===== src/rtl/if_id_decode_stage.sv =====
// LEGv8 IF/ID pipeline register, instruction decode, ID-stage branch resolution,
// load-use stall detection and ID/EX register. Optional macro: ILLEGAL_TRAP_EN.
module if_id_decode_stage #(
  parameter int         PC_W     = 64,
  parameter logic [4:0] ZERO_REG = 5'd31
) (
  input  logic            clk,
  input  logic            reset,
  input  logic [31:0]     if_instr,
  input  logic [PC_W-1:0] if_pc,
  input  logic            if_valid,
  input  logic [3:0]      ex_flags,
  input  logic            ex_flags_we,
  input  logic            rt_zero,
  output logic [4:0]      rd_addr1,
  output logic [4:0]      rd_addr2,
  output logic            stall_out,
  output logic            BrTaken,
  output logic            UncondBr,
  output logic [PC_W-1:0] id_pc,
  output logic            ex_valid,
  output logic [PC_W-1:0] ex_pc,
  output logic [4:0]      ex_rd,
  output logic [PC_W-1:0] ex_imm,
  output logic [5:0]      ex_shamt,
  output logic [2:0]      ex_alu_op,
  output logic            ex_alu_src,
  output logic            ex_mem_read,
  output logic            ex_mem_write,
  output logic            ex_mem_to_reg,
  output logic            ex_reg_write,
  output logic            ex_set_flags,
  output logic            illegal_op
);

  typedef enum logic [3:0] {
    C_NOP, C_ADDI, C_ADDS, C_SUBS, C_AND, C_EOR, C_LSR,
    C_LDUR, C_STUR, C_B, C_BCOND, C_CBZ
  } op_class_e;

  typedef struct packed {
    logic            valid;
    logic [PC_W-1:0] pc;
    logic [4:0]      rd;
    logic [PC_W-1:0] imm;
    logic [5:0]      shamt;
    logic [2:0]      alu_op;
    logic            alu_src;
    logic            mem_read;
    logic            mem_write;
    logic            mem_to_reg;
    logic            reg_write;
    logic            set_flags;
  } idex_t;

  logic [31:0]     r_instr;
  logic [PC_W-1:0] r_pc;
  logic            r_valid;
  logic [3:0]      r_flags;
  idex_t           r_idex;
  idex_t           w_dec;
  op_class_e       w_class;
  logic            w_uses_rn;
  logic            w_uses_r2;
  logic            w_load_use;
  logic [3:0]      w_flags_byp;
  logic [PC_W-1:0] w_imm12;
  logic [PC_W-1:0] w_imm9;

  always_comb begin
    w_class = C_NOP;
    if (r_instr[31:22] == 10'h244)     w_class = C_ADDI;
    else if (r_instr[31:26] == 6'h05)  w_class = C_B;
    else if (r_instr[31:24] == 8'h54)  w_class = C_BCOND;
    else if (r_instr[31:24] == 8'hB4)  w_class = C_CBZ;
    else begin
      case (r_instr[31:21])
        11'h558: w_class = C_ADDS;
        11'h758: w_class = C_SUBS;
        11'h450: w_class = C_AND;
        11'h650: w_class = C_EOR;
        11'h69A: w_class = C_LSR;
        11'h7C2: w_class = C_LDUR;
        11'h7C0: w_class = C_STUR;
        default: w_class = C_NOP;
      endcase
    end
  end

  assign w_imm12 = {{(PC_W-12){1'b0}}, r_instr[21:10]};
  assign w_imm9  = {{(PC_W-9){r_instr[20]}}, r_instr[20:12]};

  // Reg2Loc: stores and CBZ read Rt through the second port
  assign rd_addr1  = r_instr[9:5];
  assign rd_addr2  = (w_class == C_STUR || w_class == C_CBZ) ? r_instr[4:0] : r_instr[20:16];
  assign w_uses_rn = w_class inside {C_ADDI, C_ADDS, C_SUBS, C_AND, C_EOR, C_LSR, C_LDUR, C_STUR};
  assign w_uses_r2 = w_class inside {C_ADDS, C_SUBS, C_AND, C_EOR, C_STUR, C_CBZ};

  assign w_load_use = r_valid && r_idex.mem_read && (r_idex.rd != ZERO_REG) &&
                      ((w_uses_rn && rd_addr1 == r_idex.rd) ||
                       (w_uses_r2 && rd_addr2 == r_idex.rd));
  assign stall_out  = w_load_use;
  assign id_pc      = r_pc;

  // Flags from the instruction currently in EX win over the stored copy
  assign w_flags_byp = ex_flags_we ? ex_flags : r_flags;

  always_comb begin
    BrTaken  = 1'b0;
    UncondBr = 1'b0;
    if (r_valid && !w_load_use) begin
      case (w_class)
        C_B: begin
          BrTaken  = 1'b1;
          UncondBr = 1'b1;
        end
        C_BCOND: BrTaken = (r_instr[3:0] == 4'hB) && (w_flags_byp[3] != w_flags_byp[0]);
        C_CBZ:   BrTaken = rt_zero;
        default: ;
      endcase
    end
  end

  always_comb begin
    w_dec = '0;
    if (r_valid && w_class != C_NOP) begin
      w_dec.valid = 1'b1;
      w_dec.pc    = r_pc;
      if (!(w_class inside {C_B, C_BCOND, C_CBZ})) w_dec.rd = r_instr[4:0];
      case (w_class)
        C_ADDI: begin
          w_dec.imm = w_imm12; w_dec.alu_src = 1'b1; w_dec.alu_op = 3'b010; w_dec.reg_write = 1'b1;
        end
        C_ADDS: begin w_dec.alu_op = 3'b010; w_dec.reg_write = 1'b1; w_dec.set_flags = 1'b1; end
        C_SUBS: begin w_dec.alu_op = 3'b011; w_dec.reg_write = 1'b1; w_dec.set_flags = 1'b1; end
        C_AND:  begin w_dec.alu_op = 3'b100; w_dec.reg_write = 1'b1; end
        C_EOR:  begin w_dec.alu_op = 3'b110; w_dec.reg_write = 1'b1; end
        C_LSR:  begin w_dec.shamt = r_instr[15:10]; w_dec.reg_write = 1'b1; end
        C_LDUR: begin
          w_dec.imm = w_imm9; w_dec.alu_src = 1'b1; w_dec.alu_op = 3'b010;
          w_dec.mem_read = 1'b1; w_dec.mem_to_reg = 1'b1; w_dec.reg_write = 1'b1;
        end
        C_STUR: begin
          w_dec.imm = w_imm9; w_dec.alu_src = 1'b1; w_dec.alu_op = 3'b010; w_dec.mem_write = 1'b1;
        end
        default: ;
      endcase
    end
  end

  always_ff @(posedge clk) begin
    if (reset) begin
      r_instr <= '0;
      r_pc    <= '0;
      r_valid <= 1'b0;
      r_flags <= '0;
      r_idex  <= '0;
    end else begin
      if (ex_flags_we && r_idex.valid) r_flags <= ex_flags;
      if (w_load_use) begin
        r_idex <= '0;
      end else begin
        r_idex  <= w_dec;
        r_instr <= if_instr;
        r_pc    <= if_pc;
        r_valid <= if_valid && !BrTaken;
      end
    end
  end

`ifdef ILLEGAL_TRAP_EN
  logic r_illegal;
  always_ff @(posedge clk) begin
    if (reset) r_illegal <= 1'b0;
    else if (r_valid && w_class == C_NOP) r_illegal <= 1'b1;
  end
  assign illegal_op = r_illegal;
`else
  assign illegal_op = 1'b0;
`endif

  assign ex_valid      = r_idex.valid;
  assign ex_pc         = r_idex.pc;
  assign ex_rd         = r_idex.rd;
  assign ex_imm        = r_idex.imm;
  assign ex_shamt      = r_idex.shamt;
  assign ex_alu_op     = r_idex.alu_op;
  assign ex_alu_src    = r_idex.alu_src;
  assign ex_mem_read   = r_idex.mem_read;
  assign ex_mem_write  = r_idex.mem_write;
  assign ex_mem_to_reg = r_idex.mem_to_reg;
  assign ex_reg_write  = r_idex.reg_write;
  assign ex_set_flags  = r_idex.set_flags;

endmodule


===== config.mk =====
export PLATFORM = sky130hd
export DESIGN_NAME = if_id_decode_stage
export DESIGN_NICKNAME = d
export VERILOG_FILES = /design/src/rtl/if_id_decode_stage.sv
export SDC_FILE = /design/constraint.sdc
export NUM_CORES = 1
export LEC_CHECK = 0
export BUFFER_PORTS_ARGS = -buffer_cell sky130_fd_sc_hd__buf_2
export CORE_UTILIZATION = 53
export CTS_BUF_LIST = sky130_fd_sc_hd__clkbuf_4 sky130_fd_sc_hd__clkbuf_8 sky130_fd_sc_hd__clkbuf_16
export DETAILED_ROUTE_END_ITERATION = 10
export PLACE_DENSITY = 0.86
export SYNTH_ARGS = -nofsm -noshare
export SYNTH_HDL_FRONTEND = slang
export SYNTH_SLANG_ARGS = --single-unit

===== constraint.sdc =====
create_clock -name clk -period 5.78 [get_ports clk]
set_input_delay 1.734 -clock clk [delete_from_list [all_inputs] [get_ports clk]]
set_output_delay 1.734 -clock clk [all_outputs]
set_load 0.05 [all_outputs]

==> metrics.md, run 1 <==
| Metric | Value |
|---|---|
| Outcome | `completed` |
| # IOs | `332` |
| Max_cap viols | `0` |
| FP Rows | `46` |
| Hold depth | `2` |
| Dpl cell area | `9890 sq um` |
| Leak pwr | `5.42 nW` |
| Clock power share | `0.410` |
| CP Max Fanout | `14` |
| Global-route wire length before repair | `31900 microns` |
| Slew Viols, Final | `0` |
| Slowest stage cell on the critical path | `and4_1` |
| Die Area | `16700 sq um` |
| ANT nets after route | `0` |
| CTS tree | `done` |
| TritonCTS Buffers | `17` |
| Post-synth EDFFs | `0` |
| CP Data Required Time | `4.05 ns` |
| Post-layout min period | `5.47 ns` |
| DR vias/cell | `5.06` |
| Multi-input logic area | `3720 sq um` |
| PD cells | `277 nW/um^2` |
| Reg power frac | `0.491` |
| Die Ht | `129 microns` |
| Yosys cell types | `55` |
| Critical R2R Launch | `r_instr[24]` |
| Area leader, netlist | `dfxtp_1` |
| Netlist Area Pre-Place | `8600 sq um` |
| Final wirelength | `20900 microns` |
| Initial core utilization | `0.541` |
| Post-Syn Instances | `919` |
| # DRC | `0` |
| Reg2reg end | `id_pc[20]` |
| Total Nets Final | `1259` |
| Crit Path Category | `reg -> out` |
| # fillers | `1284` |
| Clock Sinks | `196` |
| Fraction of layout cells with a size suffix above 1 | `0.327` |
| Clock latency on the worst-skew pair | `0.43 ns` |
| VDD IR max | `201 uV` |
| Root Buffer Master | `clkbuf_16` |
| Hold path start | `r_instr[10]` |
| CP Launch Type | `register` |
| Yosys warns | `0` |
| CP endpoint kind | `output port` |
| Area grow syn2layout | `22.0%` |
| Asr flop ratio synth | `0` |
| HP Class | `reg -> reg` |
| CP cell instances | `nor3b_1, and4_1, a2111oi_0, nor4_1, a211oi_1, nor4b_1, buf_2` |
| Max incr delay on CP | `0.66 ns` |
| Largest net degree at the start of global routing | `123` |
| Vias in the first global route | `6310` |
| Setup-failing EPs final | `0` |
| Final instance area | `10500 sq um` |
| Quantity of gates resized following cts | `0` |
| Setup TNS | `0 ns` |
| Clock Skew | `0.0154 ns` |
| Sequential area share after synthesis | `0.456` |
| Die Wd | `129 microns` |
| Register-to-register setup slack | `2.06 ns` |
| Post-CTS setup buffers | `0` |
| HPWL Detailed | `14700 microns` |
| Worst slew margin | `0.212` |
| Top cells by area, synth | `dfxtp_1, nand2b_1, mux2i_1` |
| Routability cong. | `0.921` |
| Antenna violations before repair | `0` |
| Comb power frac | `0.099` |
| Antenna cell count | `0` |
| Synth Register Bits | `196` |
| Port bufs | `328` |
| CP arrival | `3.73 ns` |
| Reg2Reg Depth | `7` |
| Internal Power | `0.00212 W` |
| Buf/Inv on CP | `1` |
| Total GRT Usage | `0.246` |
| Delay-heaviest family, CP | `simple AND/OR/NAND/NOR gates` |
| Total grt overflow | `0` |
| Initial DRT Pass Iterations | `7` |
| Syn_nets | `1024` |
| Yosys top cell area share | `0.456` |
| Worst-Margin Slew | `1.17 ns` |
| Drt initial violations | `387` |
| Final Hold Fails | `0` |
| CTS clk-pin slew, worst paths | `0.07 ns` |
| Unrepaired setup endpoints after global routing | `no` |
| Via count | `7002` |
| Register Area | `3930 sq um` |
| Fmax | `183 MHz` |
| Hold buffer count at CTS | `0` |
| Number of H-tree levels | `4` |
| Max Root-Sink Buffers | `2` |
| Sw Ratio | `0.270` |
| Commonest non-fill, non-tap cell in the layout | `buf_2` |
| Worst Hold Endpoint | `ex_shamt[0]` |
| Top_reg_cell synth | `dfxtp_1` |
| P_sw | `0.000787 W` |
| Core Area | `15900 sq um` |
| Most frequent cells in the layout | `buf_2, nand2b_1, dfxtp_1` |
| Syn_area_per_cell | `9.36 sq um` |
| Routed len/inst | `15.1 microns` |
| Final Cycle Share | `0.946` |
==> cell type report <==
class	count	share of cell area
flip-flops and latches	196	0.374
multi-input cells	534	0.355
repair buffers	335	0.163
clock buffers	18	0.0419
well taps	216	0.0258
inverters	70	0.0251
clock inverters	14	0.0154
==> synth_stat cells (9+ instances only) <==
library cell,number
inv_1,70
clkbuf_1,34
buf_4,58
a22oi_1,9
nand2b_1,198
nor4_1,11
mux2i_1,95
buf_2,22
nor2_1,10
dfxtp_1,196
nor3_1,95
nand2_1,24
==> per-stage QoR <==
stage	util	total power, W	std cells	hold slack (ns)	setup slack (ns)
2_1_floorplan	-	0.00166	919	0.428	0.0796
3_3_place_gp	0.622	0.00174	1351	0.435	0.789
3_5_place_dp	0.622	0.00175	1351	0.443	0.728
4_1_cts	0.660	0.00293	1383	0.455	0.339
5_1_grt	0.660	0.00302	1383	0.472	0.00701
6_report	0.660	0.00291	1383	0.452	0.313
==> layer usage <==
metal / up-vias / part of all wire / wire (microns) / global-route usage
met5: - / 0 / 0 / 0
met4: 0 / 0.036 / 749 / 0.118
met3: 66 / 0.078 / 1630 / 0.0801
met2: 333 / 0.49 / 10200 / 0.414
met1: 3155 / 0.40 / 8270 / 0.283
li1: 3448 / - / - / -
==> worst register-to-register path: cells and delay by family, from the launching register on <==
kind                   cells  cell delay (ns)
multiplexers               1             0.26
AO/OA/AOI/OAI              2             0.94
flip-flops                 1             0.62
AND/OR/NAND/NOR            3             1.33
buffers and inverters      1             0.52
==> worst max path at each step <==
stage,startpoint,endpoint,slack (ns),depth (start not counted)
after global placement,ex_flags[0],BrTaken,0.79,7
final,r_instr[28],BrTaken,0.31,7
after floorplan,ex_flags[3],BrTaken,0.08,5
after global routing,r_instr[28],BrTaken,0.007,7
after CTS,r_instr[28],BrTaken,0.34,7
after detailed placement,ex_flags[0],BrTaken,0.73,7
==> power by group through the flow <==
stage	sequential, W	clock [W]	combinational [W]
after floorplan	0.00153	0	0.000129
after global placement	0.00146	0	0.000283
after detailed placement	0.00146	0	0.000289
after CTS	0.00143	0.00121	0.000290
after global routing	0.00143	0.00127	0.000311
final	0.00143	0.00119	0.000289
==> logic make-up after synthesis <==
| kind of cell | Yosys count | synth area share |
|---|---|---|
| other | 1 | 0.000436 |
| buffers and inverters | 189 | 0.115 |
| and+or+nand+nor | 375 | 0.257 |
| AOI/OAI and AO/OA | 45 | 0.0406 |
| muxes | 99 | 0.116 |
| DFF | 196 | 0.456 |
| xor gates and xnor gates | 14 | 0.0143 |
Note: power is estimated with default switching activity, not from simulation.
==> run 2, diff against run 1 <==
CORE_ASPECT_RATIO = 1.25   (was not set)
CORE_MARGIN = 5   (was not set)
==> run 2 against run 1 <==
Effect of this change:
- register-to-register slack improved by 0.15 ns
- clock skew fell by 0.0056 ns
- sequential share of layout area barely moved
- clock-buffer cell count did not move
- global-route usage fell by 1.0 points
- largest cell class unchanged
- critical path depth did not move
- hold slack got worse by 0.0012 ns
- critical endpoint unchanged
- worst setup slack got worse by 0.017 ns
- power rose by 1.5%
==> metrics.md, run 2 (same netlist as run 1, synthesis figures left out) <==
| Metric | Value |
|---|---|
| Outcome | `completed` |
| Setup TNS | `0 ns (unchanged)` |
| Clock Sinks | `196 (unchanged)` |
| Die Wd | `124 microns (-4.2%)` |
| Final wirelength | `22500 microns (+7.7%)` |
| Setup-failing EPs final | `0 (unchanged)` |
| Via count | `7053 (+0.73%)` |
| ANT nets after route | `0 (unchanged)` |
| CP Data Required Time | `4.05 ns (about the same)` |
| Die Area | `18900 sq um (+13%)` |
| HP Class | `reg -> reg` |
| Quantity of gates resized following cts | `0 (unchanged)` |
| Commonest non-fill, non-tap cell in the layout | `buf_2` |
| Clock power share | `0.417 (+0.007)` |
| PD cells | `282 nW/um^2 (+1.5%)` |
| Total grt overflow | `0 (unchanged)` |
| Final Hold Fails | `0 (unchanged)` |
| Reg power frac | `0.484 (-0.007)` |
| CTS clk-pin slew, worst paths | `0.07 ns (about the same)` |
| CTS tree | `done` |
| Initial DRT Pass Iterations | `7 (unchanged)` |
| Fmax | `182 MHz (-0.30%)` |
| Initial core utilization | `0.535 (-0.00624)` |
| Delay-heaviest family, CP | `simple AND/OR/NAND/NOR gates` |
| CP Max Fanout | `14 (unchanged)` |
| Crit Path Category | `reg -> out` |
| Die Ht | `152 microns (+18%)` |
| Buf/Inv on CP | `1 (unchanged)` |
| Clock Skew | `0.00982 ns (-0.00556 ns)` |
| Antenna violations before repair | `3 (+3)` |
| Util after Layout | `0.653 (-0.00761)` |
| Clock latency on the worst-skew pair | `0.43 ns (about the same)` |
| CP cell instances | `nor3b_1, and4_1, a2111oi_0, nor4_1, a211oi_1, nor4b_1, buf_2` |
| Largest net degree at the start of global routing | `119 (-3.3%)` |
| Unrepaired setup endpoints after global routing | `no` |
| Dpl cell area | `9880 sq um (about the same)` |
| Routability cong. | `0.941 (+2.2%)` |
| Total Nets Final | `1258 (-0.079%)` |
| Number of H-tree levels | `4 (unchanged)` |
| VDD IR max | `234 uV (+16%)` |
| Fin Hold WS | `0.451 ns (-0.00124 ns)` |
| P_sw | `0.000769 W (-2.3%)` |
| Sw Ratio | `0.260 (-0.0101)` |
| FP Rows | `52 (+13%)` |
| Final instance area | `10500 sq um (unchanged)` |
| Slowest stage cell on the critical path | `dfxtp_1` |
| Port bufs | `328 (unchanged)` |
| Post-layout min period | `5.48 ns (+0.0166 ns)` |
| Comb power frac | `0.099 (about the same)` |
| Post-CTS setup buffers | `0 (unchanged)` |
| Hold buffer count at CTS | `0 (unchanged)` |
| Total GRT Usage | `0.236 (-0.0103)` |
| Leak pwr | `5.41 nW (about the same)` |
| TritonCTS Buffers | `17 (unchanged)` |
| # DRC | `0 (unchanged)` |
| Worst slew margin | `0.245 (+0.0325)` |
| Root Buffer Master | `clkbuf_16` |
| HPWL Detailed | `15800 microns (+7.6%)` |
| Fraction of layout cells with a size suffix above 1 | `0.325 (-0.00201)` |
| Max incr delay on CP | `0.59 ns (-0.07 ns)` |
| CP Launch Type | `register` |
| Routed len/inst | `16.3 microns (+7.7%)` |
| Drt initial violations | `451 (+17%)` |
| Area grow syn2layout | `22.0% (unchanged)` |
| Most frequent cells in the layout | `buf_2, nand2b_1, dfxtp_1` |
| Worst-Margin Slew | `1.12 ns (-0.0483 ns)` |
| Final Cycle Share | `0.949 (+0.00288)` |
| Max_cap viols | `0 (unchanged)` |
| DR vias/cell | `5.10 (+0.73%)` |
| Max Root-Sink Buffers | `2 (unchanged)` |
| CP endpoint kind | `output port` |
| Core Area | `16100 sq um (+1.2%)` |
| Slew Viols, Final | `0 (unchanged)` |
| Internal Power | `0.00218 W (+2.9%)` |
| Global-route wire length before repair | `35400 microns (+11%)` |
| CP arrival | `3.75 ns (+0.02 ns)` |
| # IOs | `332 (unchanged)` |
| Vias in the first global route | `7011 (+11%)` |
run 2: path summary, 6_finish.rpt:
path / cells after the start / slack, ns / startpoint / endpoint
worst max-delay path: 7 / 0.30 / r_instr[28] / BrTaken
worst min register to register: 2 / 0.45 / id_pc[49] / ex_pc[49]
worst max register to register: 7 / 2.21 / r_instr[28] / ex_pc[30]
worst min-delay path: 2 / 0.45 / id_pc[49] / ex_pc[49]
run 2: metal layers:
layer	share of wire	wire length, microns	global-route usage
met4	0.040	898	0.115
met1	0.36	7980	0.251
met3	0.089	1990	0.0694
met5	0.00058	13	0
met2	0.52	11600	0.418
run 2: area by class of cell:
| class | count | area, sq um |
|---|---|---|
| Inverter | 70 | 263 |
| Timing Repair Buffer | 334 | 1700 |
| Fill cell | 1311 | 5580 |
| Tap cell | 216 | 270 |
| Clock buffer | 18 | 433 |
| Clock inverter | 13 | 171 |
| Sequential cell | 196 | 3920 |
| Antenna cell | 2 | 5.00 |
| Multi-Input combinational cell | 534 | 3720 |
run 2: power groups by stage:
stage          Sequential (W)  Clock [W]  Combinational, W
3_3_place_gp          0.00146          0          0.000285
4_1_cts               0.00143    0.00125          0.000294
5_1_grt               0.00143    0.00131          0.000315
2_1_floorplan         0.00153          0          0.000129
3_5_place_dp          0.00146          0          0.000292
6_report              0.00143    0.00123          0.000292
run 2: worst min-delay path, cell delays in order (launching register included):
cell and delay, ns:
dfxtp_1 0.32, inv_1 0.05, nor3_1 0.04
run 2: per-stage QoR:
stage                     power (W)  worst slack [ns]  std cells
after detailed placement    0.00175             0.764       1350
after global routing        0.00306             0.181       1383
after CTS                   0.00297             0.443       1381
final                       0.00295             0.297       1383
after floorplan             0.00166            0.0796        919
after global placement      0.00174             0.769       1350
==> run 3, diff against run 2 <==
CORE_ASPECT_RATIO = not set   (was 1.25)
==> run 3 against run 2 <==
Effect of this change:
- core utilization rose by 0.31 points
- clock skew up 0.00092 ns
- first-iteration DRC count is 6.9% lower
- non-clock buffer count is the same
- hold slack worse by 0.0016 ns
- die area is essentially flat
- critical path depth is the same
- register-to-register slack worse by 0.12 ns
- maximum frequency up 5.4%
- combinational power about the same
- design area shrank 0.68%
- routed wire length fell by 1.4%
==> metrics.md, run 3 (same netlist as run 1, synthesis figures left out) <==
| Metric | Value |
|---|---|
| Final Hold Fails | `0 (unchanged)` |
| Total GRT Usage | `0.228 (-0.00829)` |
| CTS tree | `done` |
| Util after Layout | `0.656 (+0.00312)` |
| CP endpoint kind | `output port` |
| TritonCTS Buffers | `17 (unchanged)` |
| Final Cycle Share | `0.900 (-0.0488)` |
| Worst setup margin | `0.579 ns (+0.282 ns)` |
| Worst slew margin | `0.182 (-0.0623)` |
| Max Root-Sink Buffers | `2 (unchanged)` |
| Vias in the first global route | `6650 (-5.1%)` |
| Setup-failing EPs final | `0 (unchanged)` |
| Reg2reg end | `ex_pc[6]` |
| Clock latency on the worst-skew pair | `0.43 ns (about the same)` |
| ANT nets after route | `0 (unchanged)` |
| Die Wd | `137 microns (+11%)` |
| Crit Path Category | `reg -> out` |
| FP Rows | `46 (-12%)` |
| Fin Hold WS | `0.450 ns (-0.00160 ns)` |
| CTS clk-pin slew, worst paths | `0.07 ns (about the same)` |
| HP Class | `reg -> reg` |
| Critical Path Source | `r_instr[28]` |
| Quantity of gates resized following cts | `0 (unchanged)` |
| # DRC | `0 (unchanged)` |
| Post-CTS setup buffers | `0 (unchanged)` |
| Hold buffer count at CTS | `0 (unchanged)` |
| Unrepaired setup endpoints after global routing | `no` |
| Clock Skew | `0.0107 ns (+0.000922 ns)` |
| Clock Sinks | `196 (unchanged)` |
| Post-layout min period | `5.20 ns (-0.282 ns)` |
| # fillers | `1306 (-0.38%)` |
| Fmax | `192 MHz (+5.4%)` |
| Global-route wire length before repair | `33900 microns (-4.2%)` |
| Dpl cell area | `9870 sq um (-0.13%)` |
| Setup TNS | `0 ns (unchanged)` |
| Drt initial violations | `420 (-6.9%)` |
| Initial core utilization | `0.541 (+0.00624)` |
| Reg2Reg Depth | `7 (unchanged)` |
| Core Area | `15900 sq um (-1.2%)` |
| CP Max Fanout | `14 (unchanged)` |
| Max_cap viols | `0 (unchanged)` |
| VDD IR max | `197 uV (-16%)` |
| Final wirelength | `22200 microns (-1.4%)` |
| CP arrival | `3.47 ns (-0.28 ns)` |
| Most frequent cells in the layout | `buf_2, nand2b_1, dfxtp_1` |
| Port bufs | `328 (unchanged)` |
| Total grt overflow | `0 (unchanged)` |
| Die Area | `18900 sq um (about the same)` |
| HPWL Detailed | `16000 microns (+1.1%)` |
| Area grow syn2layout | `21.1%` |
| PD cells | `272 nW/um^2 (-3.4%)` |
| Total Nets Final | `1258 (unchanged)` |
| Initial DRT Pass Iterations | `5 (-2)` |
| CP Capture Point | `BrTaken` |
| Antenna violations before repair | `2 (-1)` |
| Routed len/inst | `16.0 microns (-1.4%)` |
| # IOs | `332 (unchanged)` |
| Root Buffer Master | `clkbuf_16` |
| CP Launch Type | `register` |
| Slew Viols, Final | `0 (unchanged)` |
| Fraction of layout cells with a size suffix above 1 | `0.326 (+0.000579)` |
| DR vias/cell | `5.00 (-1.9%)` |
| Worst-Margin Slew | `1.22 ns (+0.0988 ns)` |
| Die Ht | `137 microns (-9.9%)` |
| Outcome | `completed` |
| Final instance area | `10400 sq um (-0.68%)` |
| Register-to-register setup slack | `2.09 ns (-0.12 ns)` |
| Largest net degree at the start of global routing | `103 (-13%)` |
| CP Data Required Time | `4.05 ns (about the same)` |
| Leak pwr | `5.39 nW (-0.45%)` |
| Routability cong. | `0.867 (-7.8%)` |
| Via count | `6920 (-1.9%)` |
| Multi-input logic area | `3720 sq um (unchanged)` |
| Number of H-tree levels | `4 (unchanged)` |
| Register Area | `3920 sq um (unchanged)` |
| Commonest non-fill, non-tap cell in the layout | `buf_2` |
| Critical R2R Launch | `r_instr[28]` |
| Place WS | `0.976 ns (+0.212 ns)` |
run 3: cell type report:
cell class                 count  share of cell area
timing repair buffer         334               0.162
multi-input combinational    534               0.357
tap                          216              0.0259
clock inverter                14              0.0110
inverter                      70              0.0252
clock buffer                  18              0.0416
sequential                   196               0.377
antenna                        1            0.000240
run 3: worst min path at each step:
stage | startpoint | to | depth (start not counted)
final | id_pc[47] | ex_pc[47] | 2
after floorplan | r_instr[10] | ex_shamt[0] | 2
after CTS | id_pc[48] | ex_pc[48] | 2
after detailed placement | id_pc[0] | ex_pc[0] | 2
after global placement | id_pc[47] | ex_pc[47] | 2
after global routing | id_pc[27] | ex_pc[27] | 2
run 3: worst max-delay path: stages (launching register included):
cell	delay, ns
dfxtp_1	0.59
nor3b_1	0.47
and4_1	0.63
a2111oi_0	0.15
nor4_1	0.47
a211oi_1	0.10
nor4b_1	0.30
buf_2	0.32
run 3: power by group:
group	leakage, nW	internal, W	switching (W)
Combinational	3.52	0.000106	0.000184
Clock	0.267	0.000569	0.000548
Sequential	1.61	0.00139	0.0000421
run 3: per-layer routing:
metal | vias to the layer above | wire length [microns] | global-route usage
met4 | 2 | 626 | 0.0926
met5 | - | 16 | 0
met3 | 45 | 2170 | 0.0789
met2 | 283 | 10800 | 0.386
li1 | 3440 | - | -
met1 | 3150 | 8540 | 0.262
run 3: per-stage QoR:
| step | std cells | total power (W) |
|---|---|---|
| final | 1383 | 0.00284 |
| after global routing | 1383 | 0.00294 |
| after CTS | 1382 | 0.00286 |
| after detailed placement | 1350 | 0.00175 |
| after global placement | 1350 | 0.00174 |
| after floorplan | 919 | 0.00166 |
